**src/rtl/imem_loader_if.sv**
```systemverilog
// Host byte stream in, instruction-memory write port and session status out.
// The master side belongs to the host, the slave side to the loader.
interface imem_loader_if #(
  parameter int INS_ADDRESS = 9,
  parameter int INS_W       = 32
);
  logic                   start;
  logic                   in_valid;
  logic [7:0]             in_byte;
  logic                   in_last;
  logic                   in_ready;
  logic                   we;
  logic [31:0]            wa;
  logic [INS_W-1:0]       wd;
  logic                   busy;
  logic                   done;
  logic                   overflow;
  logic [INS_ADDRESS-2:0] word_count;

  modport master (
    output start, in_valid, in_byte, in_last,
    input  in_ready, we, wa, wd, busy, done, overflow, word_count
  );

  modport slave (
    input  start, in_valid, in_byte, in_last,
    output in_ready, we, wa, wd, busy, done, overflow, word_count
  );
endinterface

```
**src/rtl/imem_loader.sv**
```systemverilog
// Packs a little-endian byte stream into INS_W-bit words and writes them into
// instruction memory from address 0 upward, stopping writes once memory is full.
module imem_loader #(
  parameter int INS_ADDRESS = 9,
  parameter int INS_W       = 32
) (
  input  logic          clk,
  input  logic          reset,
  imem_loader_if.slave  bus
);
  localparam int BPW = INS_W / 8;
  localparam int BIW = (BPW > 1) ? $clog2(BPW) : 1;
  localparam int WIW = INS_ADDRESS - 2;
  localparam int WCW = INS_ADDRESS - 1;
  localparam logic [WIW-1:0] LAST_WORD = '1;

  typedef enum logic [2:0] {S_IDLE, S_LOAD, S_WRITE, S_OVF, S_DONE} state_t;

  state_t           state_q, state_d;
  logic [INS_W-1:0] pack_q, pack_d;
  logic [BIW-1:0]   byte_idx_q, byte_idx_d;
  logic [WIW-1:0]   word_idx_q, word_idx_d;
  logic [WCW-1:0]   word_count_q, word_count_d;
  logic             last_q, last_d;
  logic             ovf_q, ovf_d;
  logic [31:0]      wa_q, wa_d;
  logic [INS_W-1:0] wd_q, wd_d;
  logic             accept;

  always_ff @(posedge clk) begin
    if (!reset) begin
      state_q      <= S_IDLE;
      pack_q       <= '0;
      byte_idx_q   <= '0;
      word_idx_q   <= '0;
      word_count_q <= '0;
      last_q       <= 1'b0;
      ovf_q        <= 1'b0;
      wa_q         <= '0;
      wd_q         <= '0;
    end else begin
      state_q      <= state_d;
      pack_q       <= pack_d;
      byte_idx_q   <= byte_idx_d;
      word_idx_q   <= word_idx_d;
      word_count_q <= word_count_d;
      last_q       <= last_d;
      ovf_q        <= ovf_d;
      wa_q         <= wa_d;
      wd_q         <= wd_d;
    end
  end

  always_comb begin
    state_d      = state_q;
    pack_d       = pack_q;
    byte_idx_d   = byte_idx_q;
    word_idx_d   = word_idx_q;
    word_count_d = word_count_q;
    last_d       = last_q;
    ovf_d        = ovf_q;
    wa_d         = wa_q;
    wd_d         = wd_q;
    accept       = bus.in_valid && (state_q == S_LOAD || state_q == S_OVF);

    case (state_q)
      S_IDLE, S_DONE: begin
        if (bus.start) begin
          state_d      = S_LOAD;
          pack_d       = '0;
          byte_idx_d   = '0;
          word_idx_d   = '0;
          word_count_d = '0;
          last_d       = 1'b0;
          ovf_d        = 1'b0;
        end
      end
      S_LOAD: begin
        if (accept) begin
          pack_d[8*byte_idx_q +: 8] = bus.in_byte;
          if (byte_idx_q == BIW'(BPW - 1) || bus.in_last) begin
            // Address and data are registered here so they hold after the write.
            state_d = S_WRITE;
            last_d  = bus.in_last;
            wa_d    = {{(32 - INS_ADDRESS){1'b0}}, word_idx_q, 2'b00};
            wd_d    = pack_d;
          end else begin
            byte_idx_d = byte_idx_q + BIW'(1);
          end
        end
      end
      S_WRITE: begin
        word_count_d = word_count_q + WCW'(1);
        pack_d       = '0;
        byte_idx_d   = '0;
        if (last_q) begin
          state_d = S_DONE;
        end else if (word_idx_q == LAST_WORD) begin
          state_d = S_OVF;
          ovf_d   = 1'b1;
        end else begin
          word_idx_d = word_idx_q + WIW'(1);
          state_d    = S_LOAD;
        end
      end
      S_OVF: begin
        if (accept && bus.in_last) state_d = S_DONE;
      end
      default: state_d = S_IDLE;
    endcase
  end

  assign bus.in_ready   = (state_q == S_LOAD) || (state_q == S_OVF);
  assign bus.we         = (state_q == S_WRITE);
  assign bus.wa         = wa_q;
  assign bus.wd         = wd_q;
  assign bus.busy       = (state_q == S_LOAD) || (state_q == S_WRITE) || (state_q == S_OVF);
  assign bus.done       = (state_q == S_DONE);
  assign bus.overflow   = ovf_q;
  assign bus.word_count = word_count_q;
endmodule

```
**src/flat_wrapper.sv**
```systemverilog
// flat-port wrapper written by rule: the top's interface ports become plain ports
module imem_loader_flat 
#(
  parameter int INS_ADDRESS = 9,
  parameter int INS_W       = 32
)
  (clk, reset, bus_start, bus_in_valid, bus_in_byte, bus_in_last, bus_in_ready, bus_we, bus_wa, bus_wd, bus_busy, bus_done, bus_overflow, bus_word_count);
  imem_loader_if #(.INS_ADDRESS(INS_ADDRESS), .INS_W(INS_W)) bus_i ();
  input  logic clk;
  input  logic reset;
  input wire logic [$bits(bus_i.start)-1:0] bus_start;
  input wire logic [$bits(bus_i.in_valid)-1:0] bus_in_valid;
  input wire logic [$bits(bus_i.in_byte)-1:0] bus_in_byte;
  input wire logic [$bits(bus_i.in_last)-1:0] bus_in_last;
  output wire logic [$bits(bus_i.in_ready)-1:0] bus_in_ready;
  output wire logic [$bits(bus_i.we)-1:0] bus_we;
  output wire logic [$bits(bus_i.wa)-1:0] bus_wa;
  output wire logic [$bits(bus_i.wd)-1:0] bus_wd;
  output wire logic [$bits(bus_i.busy)-1:0] bus_busy;
  output wire logic [$bits(bus_i.done)-1:0] bus_done;
  output wire logic [$bits(bus_i.overflow)-1:0] bus_overflow;
  output wire logic [$bits(bus_i.word_count)-1:0] bus_word_count;
  assign bus_i.start = bus_start;
  assign bus_i.in_valid = bus_in_valid;
  assign bus_i.in_byte = bus_in_byte;
  assign bus_i.in_last = bus_in_last;
  assign bus_in_ready = bus_i.in_ready;
  assign bus_we = bus_i.we;
  assign bus_wa = bus_i.wa;
  assign bus_wd = bus_i.wd;
  assign bus_busy = bus_i.busy;
  assign bus_done = bus_i.done;
  assign bus_overflow = bus_i.overflow;
  assign bus_word_count = bus_i.word_count;
  imem_loader #(.INS_ADDRESS(INS_ADDRESS), .INS_W(INS_W)) u_core (.clk(clk), .reset(reset), .bus(bus_i));
endmodule
```
**config.mk**
```make
export PLATFORM = sky130hd
export DESIGN_NAME = imem_loader_flat
export DESIGN_NICKNAME = d
export VERILOG_FILES = /design/src/rtl/imem_loader_if.sv /design/src/rtl/imem_loader.sv /design/src/flat_wrapper.sv
export SDC_FILE = /design/constraint.sdc
export NUM_CORES = 1
export LEC_CHECK = 0
export CAP_MARGIN = 5
export CORE_MARGIN = 2
export CORE_UTILIZATION = 54
export CTS_CLUSTER_DIAMETER = 120
export DETAILED_ROUTE_END_ITERATION = 10
export PLACE_DENSITY = 0.85
export SYNTH_ARGS = -nofsm -noshare
export SYNTH_HDL_FRONTEND = slang
export SYNTH_SLANG_ARGS = --single-unit
```
**constraint.sdc**
```tcl
create_clock -name clk -period 3 [get_ports clk]
set_input_delay 0.3 -clock clk [delete_from_list [all_inputs] [get_ports clk]]
set_output_delay 0.3 -clock clk [all_outputs]
set_load 0.02 [all_outputs]
```
==> results.json, run 1 <==
{
  "r2r-start": "u_core.byte_idx_q[0]$_SDFFE_PN0P_",
  "crit_arrival_ns": 2.19,
  "hp-start": "u_core.pack_q[31]$_SDFFE_PN0P_",
  "syn_avg_cell_area_um2": 8.34,
  "hpwl_mm": 6.24,
  "die_w_um": 91.0,
  "synth_top_area_cell": "dfxtp_1",
  "p_sw_frac": 0.264,
  "skew_ns": 0.0156,
  "min_period_ns": 2.49,
  "core_area_um2": 7290,
  "cts_hold_buf": 0,
  "crit_path_top_delay_cell": "clkdlybuf4s50_1",
  "finalNetCount": 563,
  "cts_buffers": 9,
  "maxSlewViolCount": 0,
  "start_util": 0.560,
  "p_sw_w": 0.000658,
  "drc": 0,
  "end_kind": "output pin",
  "htreeDepth": 3,
  "ys_seq_elements": 93,
  "regArea_um2": 1860,
  "finalSetupViolCount": 0,
  "die_area_um2": 8280,
  "ios": 90,
  "cp_num_cells": 3,
  "max_cap_viol_count": 0,
  "grt_pass1_wl_mm": 15.8,
  "die_y_um": 91.0,
  "finalCritPeriodShare": 0.830,
  "diodes": 0,
  "grt_pass1_vias": 3278,
  "status": "completed",
  "r2r-end": "u_core.pack_q[24]$_SDFFE_PN0P_",
  "track_usage": 0.229,
  "start_kind": "flip-flop",
  "yosysUniqueCellTypes": 50,
  "ys_async_sr_fraction": 0,
  "vias": 3597,
  "synth_cells": 490,
  "clock-sinks": 93,
  "grt_max_degree": 72,
  "first_iter_violations": 241,
  "finalInstanceArea_um2": 4900,
  "cts_resized": 0,
  "worstSetupStartpoint": "u_core.state_q[1]$_SDFFE_PN0P_",
  "max-vdd-ir-drop_uv": 239,
  "clock-root-buffer": "clkbuf_8",
  "m1WireLength_mm": 4.15,
  "synth_common_cells": "dfxtp_1, a21oi_1, nand2_1",
  "p_seq_frac": 0.514,
  "worstSkewPairLatency_ns": 0.36,
  "clk_pin_slew_ns": 0.09,
  "place_congestion": 0.877,
  "worst_r2r_path_depth": 5,
  "cts_tree": "done",
  "cp_max_fo": 10,
  "rsz0062_at_grt": "false",
  "met3_wirelength_um": 619,
  "hold_viol_final": 0,
  "yosysMostFrequentCell": "dfxtp_1",
  "n_fill_cell": 589,
  "crit_path_end": "bus_we",
  "synthesis.area_um2": 4090,
  "synth_edf_count": 0,
  "wl_per_cell_um": 14.4,
  "path_buf_inv": 2,
  "clock_power_share": 0.376,
  "placed_cell_area_um2": 4670,
  "p_leak_nw": 1.81,
  "internal_power_w": 0.00184,
  "ant_nets": 0,
  "cts_buffer_depth": 2,
  "max_stage_delay_ns": 0.63,
  "gr-total-overflow": 0,
  "topRoutingLayerUsed": "met4",
  "drive_gt1_frac": 0.0622,
  "power_density_nw_per_um2": 509,
  "slew-limit-headroom": 0.374,
  "antenna_found_initial": 0,
  "io_buffers": 64,
  "multi_input_area_um2": 1970,
  "cts_setup_buffers": 0,
  "crit_family": "buffers and inverters",
  "yosysWarningCount": 0,
  "hp-class": "flip-flop to flip-flop",
  "dr_wl_met2_mm": 4.37,
  "ys_seq_area_frac": 0.456,
  "fin_tns_setup_ns": 0,
  "rows": 31,
  "viasPerCell": 5.57,
  "synthFlopType": "dfxtp_1",
  "worst_pin_slew_ns": 0.937,
  "rrSetupSlack_ns": 0.78,
  "critical_path_required_ns": 2.70,
  "fmax_mhz": 402,
  "path_cells": "or3b_1, inv_4, clkdlybuf4s50_1",
  "drt-total-wl_mm": 9.27,
  "synth_top_area_frac": 0.456,
  "synth.area.top_cells": "dfxtp_1, a21oi_1, o21ai_0, nand2_1, buf_4",
  "critPathKind": "flip-flop to output pin",
  "first_pass_iters": 5,
  "syn_to_final_growth_pct": 19.9,
  "power_frac_comb": 0.110
}
-- layout make-up --
type,instances,area share
clock buffer,9,0.0253
clock inverter,7,0.0209
sequential,93,0.380
timing repair buffer,70,0.140
multi-input combinational,359,0.401
inverter,9,0.00741
tap,99,0.0253
-- routing by layer --
metal,GRT usage,vias to the layer above
met3,0.0307,12
met5,0,-
met4,0.0833,0
met2,0.368,158
li1,-,1776
met1,0.316,1651
-- power by group through the flow --
stage | logic, W | registers (W) | clock network (W)
floorplan | 0.000177 | 0.00133 | 0
detailed placement | 0.000273 | 0.00131 | 0
global route | 0.000300 | 0.00129 | 0.00101
finish | 0.000275 | 0.00128 | 0.000938
global placement | 0.000269 | 0.00131 | 0
CTS | 0.000274 | 0.00128 | 0.000948
-- cell usage in the layout, fill, tap and decap left out, drive strengths merged, types with 2 or more instances in the layout --
| master | instances |
|---|---|
| a21boi | 2 |
| a21o | 2 |
| a21oi | 73 |
| a22oi | 2 |
| a31oi | 9 |
| a41oi | 2 |
| and2b | 8 |
| and3 | 4 |
| buf | 6 |
| bufinv | 2 |
| clkbuf | 9 |
| clkdlybuf4s50 | 64 |
| conb | 25 |
| dfxtp | 93 |
| ha | 8 |
| inv | 12 |
| nand2 | 66 |
| nand3 | 4 |
| nand4 | 7 |
| nor2 | 18 |
| nor2b | 27 |
| nor4 | 5 |
| o211ai | 2 |
| o21ai | 72 |
| o22ai | 2 |
| o31ai | 3 |
| or3 | 3 |
| or3b | 2 |
-- per-stage QoR --
step / setup slack [ns] / instances / total power (W) / utilization / hold WS [ns]
final: 0.509 / 646 / 0.00250 / 0.672 / 0.449
after global routing: 0.418 / 646 / 0.00259 / 0.672 / 0.470
after CTS: 0.503 / 646 / 0.00250 / 0.672 / 0.450
after detailed placement: 0.702 / 630 / 0.00158 / 0.641 / 0.434
after global placement: 0.773 / 630 / 0.00158 / 0.641 / 0.425
after floorplan: 1.01 / 514 / 0.00151 / - / 0.417
-- sequential cells by signal, summed over array words and instances (netlist names) --
name and flops:
u_core.bus.wa 7, u_core.state_q 3, u_core.bus.word_count 8, u_core.bus.wd 32, u_core.word_idx_q 7, u_core.bus.overflow 1
u_core.byte_idx_q 2, u_core.pack_q 32, u_core.last_q 1
-- tightest hold or removal path, cell delays in order, from the launching register on --
cell     delay (ns)
dfxtp_1        0.32
nand2_1        0.05
o21ai_1        0.05
-- worst min-delay path by stage --
stage,end,slack (ns),cells past startpoint
finish,u_core.pack_q[31]$_SDFFE_PN0P_,0.45,2
floorplan,u_core.pack_q[0]$_SDFFE_PN0P_,0.42,2
global placement,u_core.pack_q[8]$_SDFFE_PN0P_,0.43,2
global route,u_core.pack_q[31]$_SDFFE_PN0P_,0.47,2
CTS,u_core.pack_q[31]$_SDFFE_PN0P_,0.45,2
detailed placement,u_core.pack_q[3]$_SDFFE_PN0P_,0.43,2
-- kinds of logic after synthesis --
logic type,synth area share
compound gates,0.234
simple gates,0.195
flops,0.456
buf+inv,0.0873
fa+ha+maj,0.0245
mux,0.00245
other cells,0.000918
Note: power is estimated with default switching activity, not from simulation.
==> run 2, diff against run 1 <==
Settings changed: CORE_UTILIZATION 54 to 46, PLACE_DENSITY 0.85 to 0.77.
Clock period 3 ns to 2.14 ns, I/O delays scaled along.
==> results.json, run 2 (synthesis results as in run 1) <==
{
  "rows": 34,
  "ios": 90,
  "grt_max_degree": 65,
  "power_frac_comb": 0.120,
  "cts_tree": "done",
  "htreeDepth": 3,
  "wl_per_cell_um": 14.3,
  "ant_nets": 0,
  "vias": 3583,
  "holdPathStages": 2,
  "p_leak_nw": 1.88,
  "clk_pin_slew_ns": 0.09,
  "mostFrequentLayoutCell": "dfxtp_1",
  "worst_pin_slew_ns": 0.534,
  "worstSkewPairLatency_ns": 0.36,
  "finalNetCount": 572,
  "cts_buffers": 9,
  "final_cell_mix": "dfxtp_1, a21oi_1, nand2_1",
  "hold_viol_final": 0,
  "worst_r2r_path_depth": 6,
  "die_w_um": 98.3,
  "core_area_um2": 8680,
  "critical_path_required_ns": 1.93,
  "drive_gt1_frac": 0.0757,
  "place_congestion": 0.855,
  "internal_power_w": 0.00257,
  "finalSetupViolCount": 0,
  "gr-total-overflow": 0,
  "first_pass_iters": 4,
  "grt_pass1_vias": 3293,
  "start_kind": "flip-flop",
  "max_cap_viol_count": 0,
  "skew_ns": 0.0102,
  "fmax_mhz": 488,
  "cts_hold_buf": 0,
  "power_density_nw_per_um2": 691,
  "min_period_ns": 2.05,
  "p_seq_frac": 0.521,
  "max-vdd-ir-drop_uv": 368,
  "slew-limit-headroom": 0.641,
  "clock-sinks": 93,
  "p_sw_frac": 0.254,
  "hpwl_mm": 6.42,
  "cts_buffer_depth": 2,
  "diodes": 0,
  "antenna_found_initial": 0,
  "die_area_um2": 9650,
  "start_util": 0.471,
  "maxSlewViolCount": 0,
  "rrSetupSlack_ns": 0.27,
  "critPathKind": "flip-flop to output pin",
  "crit_arrival_ns": 1.83,
  "p_sw_w": 0.000876,
  "die_y_um": 98.3,
  "syn_to_final_growth_pct": 22.2,
  "track_usage": 0.198,
  "clock-root-buffer": "clkbuf_8",
  "cp_max_fo": 12,
  "end_kind": "output pin",
  "first_iter_violations": 198,
  "viasPerCell": 5.40,
  "io_buffers": 64,
  "rsz0062_at_grt": "false",
  "drc": 0,
  "drt-total-wl_mm": 9.51,
  "grt_pass1_wl_mm": 15.7,
  "fin_hold_ws_ns": 0.451,
  "n_fill_cell": 764,
  "clock_power_share": 0.359,
  "finalCritPeriodShare": 0.957,
  "fin_tns_setup_ns": 0,
  "status": "completed",
  "hp-class": "flip-flop to flip-flop"
}
## run 2: cell count changes in the layout (fill, tap and decap cells not counted), moves of 2 or more
cell and change:
buf_12 +2, buf_4 +7, clkbuf_1 +2, inv_6 -3
## run 2: path summary, 6_finish.rpt
check | from | end
setup / recovery | u_core.state_q[0]$_SDFFE_PN0P_ | bus_in_ready
setup reg to reg | u_core.byte_idx_q[0]$_SDFFE_PN0P_ | u_core.pack_q[0]$_SDFFE_PN0P_
hold reg to reg | u_core.pack_q[24]$_SDFFE_PN0P_ | u_core.pack_q[24]$_SDFFE_PN0P_
hold / removal | u_core.pack_q[24]$_SDFFE_PN0P_ | u_core.pack_q[24]$_SDFFE_PN0P_
## run 2: repair_timing
item / CTS / global route
buffers inserted: 0 / 0
setup endpoints to repair: 1 / 16
resized for setup: 2 / 2
## run 2: area by class of cell
cell class / instances / area, um2 / share of cell area
Tap cell: 108 / 135 / 0.0271
Inverter: 9 / 36.3 / 0.00727
Sequential cell: 93 / 1860 / 0.373
Multi-Input combinational cell: 359 / 1980 / 0.396
Clock buffer: 11 / 131 / 0.0263
Clock inverter: 4 / 73.8 / 0.0148
Timing Repair Buffer: 79 / 777 / 0.156
## run 2: power by group through the flow
stage | logic (W) | clock network [W] | registers, W
6_report | 0.000413 | 0.00124 | 0.00180
5_1_grt | 0.000443 | 0.00135 | 0.00180
4_1_cts | 0.000409 | 0.00126 | 0.00180
3_5_place_dp | 0.000408 | 0 | 0.00184
3_3_place_gp | 0.000402 | 0 | 0.00184
2_1_floorplan | 0.000248 | 0 | 0.00186
## run 2: worst max-delay path, cell delays in order, from the launching register on
cell and delay [ns]:
dfxtp_1 0.55, nor2b_1 0.28, clkdlybuf4s50_1 0.64
## run 2: metrics by stage
stage               instances  utilization  total power, W  area, um2  setup WS, ns
floorplan                 514            -         0.00211       4180         0.154
global placement          648        0.550         0.00224       4780         0.215
detailed placement        648        0.550         0.00224       4780         0.132
CTS                       663        0.574         0.00347       4980        0.0892
global route              663        0.575         0.00360       4990       0.00458
finish                    663        0.575         0.00345       4990        0.0925
## run 2: routing by layer
layer / GRT usage / vias to the layer above / share of wire
met1: 0.273 / 1680 / 0.47
met3: 0.0501 / 8 / 0.058
li1: - / 1788 / -
met2: 0.303 / 107 / 0.46
met5: 0 / - / 0
met4: 0.0685 / 0 / 0.0091
==> run 3, diff against run 2 <==
Settings changed: CORE_UTILIZATION 46 to 40, PLACE_DENSITY 0.77 to 0.68.
==> results.json, run 3 (synthesis results as in run 1) <==
{
  "status": "completed",
  "gr-total-overflow": 0,
  "start_kind": "flip-flop",
  "fin_hold_ws_ns": 0.455,
  "vias": 3597,
  "fmax_mhz": 503,
  "crit_path_top_delay_cell": "clkdlybuf4s50_1",
  "clk_pin_slew_ns": 0.10,
  "syn_to_final_growth_pct": 23.5,
  "viasPerCell": 5.21,
  "ant_nets": 0,
  "path_cells": "buf_4, nor2_1, nand2_1, inv_1, clkdlybuf4s50_1",
  "max-vdd-ir-drop_uv": 372,
  "maxSlewViolCount": 0,
  "hpwl_mm": 6.54,
  "max_stage_delay_ns": 0.60,
  "start_util": 0.414,
  "first_iter_violations": 205,
  "io_buffers": 64,
  "path_buf_inv": 3,
  "slew-limit-headroom": 0.639,
  "place_congestion": 0.863,
  "die_y_um": 105,
  "finalCritPeriodShare": 0.930,
  "fin_tns_setup_ns": 0,
  "cts_hold_buf": 0,
  "drive_gt1_frac": 0.0808,
  "clock-sinks": 93,
  "cts_buffer_depth": 2,
  "critPathKind": "flip-flop to output pin",
  "first_pass_iters": 5,
  "r2r-start": "u_core.byte_idx_q[0]$_SDFFE_PN0P_",
  "final_cell_mix": "dfxtp_1, a21oi_1, nand2_1",
  "hp-start": "u_core.pack_q[18]$_SDFFE_PN0P_",
  "grt_pass1_vias": 3328,
  "clock-root-buffer": "clkbuf_8",
  "finalSetupViolCount": 0,
  "worst_pin_slew_ns": 0.542,
  "max_cap_viol_count": 0,
  "crit_family": "buffers and inverters",
  "drc": 0,
  "grt_max_degree": 45,
  "place_ws_ns": 0.130,
  "worstSkewPairLatency_ns": 0.36,
  "ios": 90,
  "hp-class": "flip-flop to flip-flop",
  "die_area_um2": 11000,
  "critical_path_required_ns": 1.93,
  "antenna_found_initial": 0,
  "end_kind": "output pin",
  "drt-total-wl_mm": 9.64,
  "min_period_ns": 1.99,
  "die_w_um": 105,
  "rows": 36,
  "diodes": 0,
  "core_area_um2": 9860,
  "wl_per_cell_um": 14.0,
  "p_leak_nw": 1.90,
  "skew_ns": 0.00865,
  "crit_arrival_ns": 1.78,
  "final_core_util": 0.512,
  "grt_pass1_wl_mm": 16.2,
  "cts_buffers": 9,
  "worstSetupStartpoint": "u_core.state_q[0]$_SDFFE_PN0P_",
  "rsz0062_at_grt": "false",
  "cts_tree": "done",
  "track_usage": 0.178,
  "power_density_nw_per_um2": 685,
  "finalNetCount": 573,
  "timing.final.ws_setup_ns": 0.150,
  "mostFrequentLayoutCell": "dfxtp_1",
  "hold_viol_final": 0,
  "htreeDepth": 3,
  "cp_max_fo": 7
}
## run 3: stage by stage
| stage | total power, W | std cells | instance area, um2 |
|---|---|---|---|
| after detailed placement | 0.00225 | 674 | 4820 |
| final | 0.00346 | 690 | 5050 |
| after global routing | 0.00362 | 690 | 5050 |
| after global placement | 0.00224 | 674 | 4820 |
| after floorplan | 0.00211 | 514 | 4180 |
| after CTS | 0.00349 | 690 | 5030 |
## run 3: power breakdown
part / switching [W] / internal, W
Clock: 0.000674 / 0.000571
Sequential: 0.0000249 / 0.00177
Combinational: 0.000269 / 0.000152
## run 3: cell type report
| cell class | instances | area [um2] |
|---|---|---|
| timing repair buffer | 80 | 787 |
| sequential | 93 | 1860 |
| tap | 133 | 166 |
| multi-input combinational | 359 | 1980 |
| fill | 916 | 4820 |
| clock inverter | 7 | 88.8 |
| inverter | 9 | 36.3 |
| clock buffer | 9 | 124 |
## run 3: per-layer routing
| layer | up-vias | track usage | share of wire |
|---|---|---|---|
| met2 | 110 | 0.281 | 0.46 |
| met4 | 0 | 0.0438 | 0.0041 |
| li1 | 1790 | - | - |
| met3 | 6 | 0.0499 | 0.055 |
| met1 | 1691 | 0.241 | 0.48 |
| met5 | - | 0 | 0 |
## run 3: final timing paths
path                            cells after the start  slack, ns                              to
worst min-delay path                                2       0.46  u_core.pack_q[18]$_SDFFE_PN0P_
worst max register to register                      7       0.23  u_core.pack_q[22]$_SDFFE_PN0P_
worst max-delay path                                5       0.15                        bus_done
worst min register to register                      2       0.46  u_core.pack_q[18]$_SDFFE_PN0P_
## run 3: tightest hold or removal path: stages (launching register included)
cell	delay, ns
dfxtp_1	0.33
nand2_1	0.04
o21ai_0	0.05
## run 3: repair_timing
item	4_1_cts	5_1_grt
endpoints found under the setup margin	1	22
gates resized for setup	2	3
setup buffers	0	0
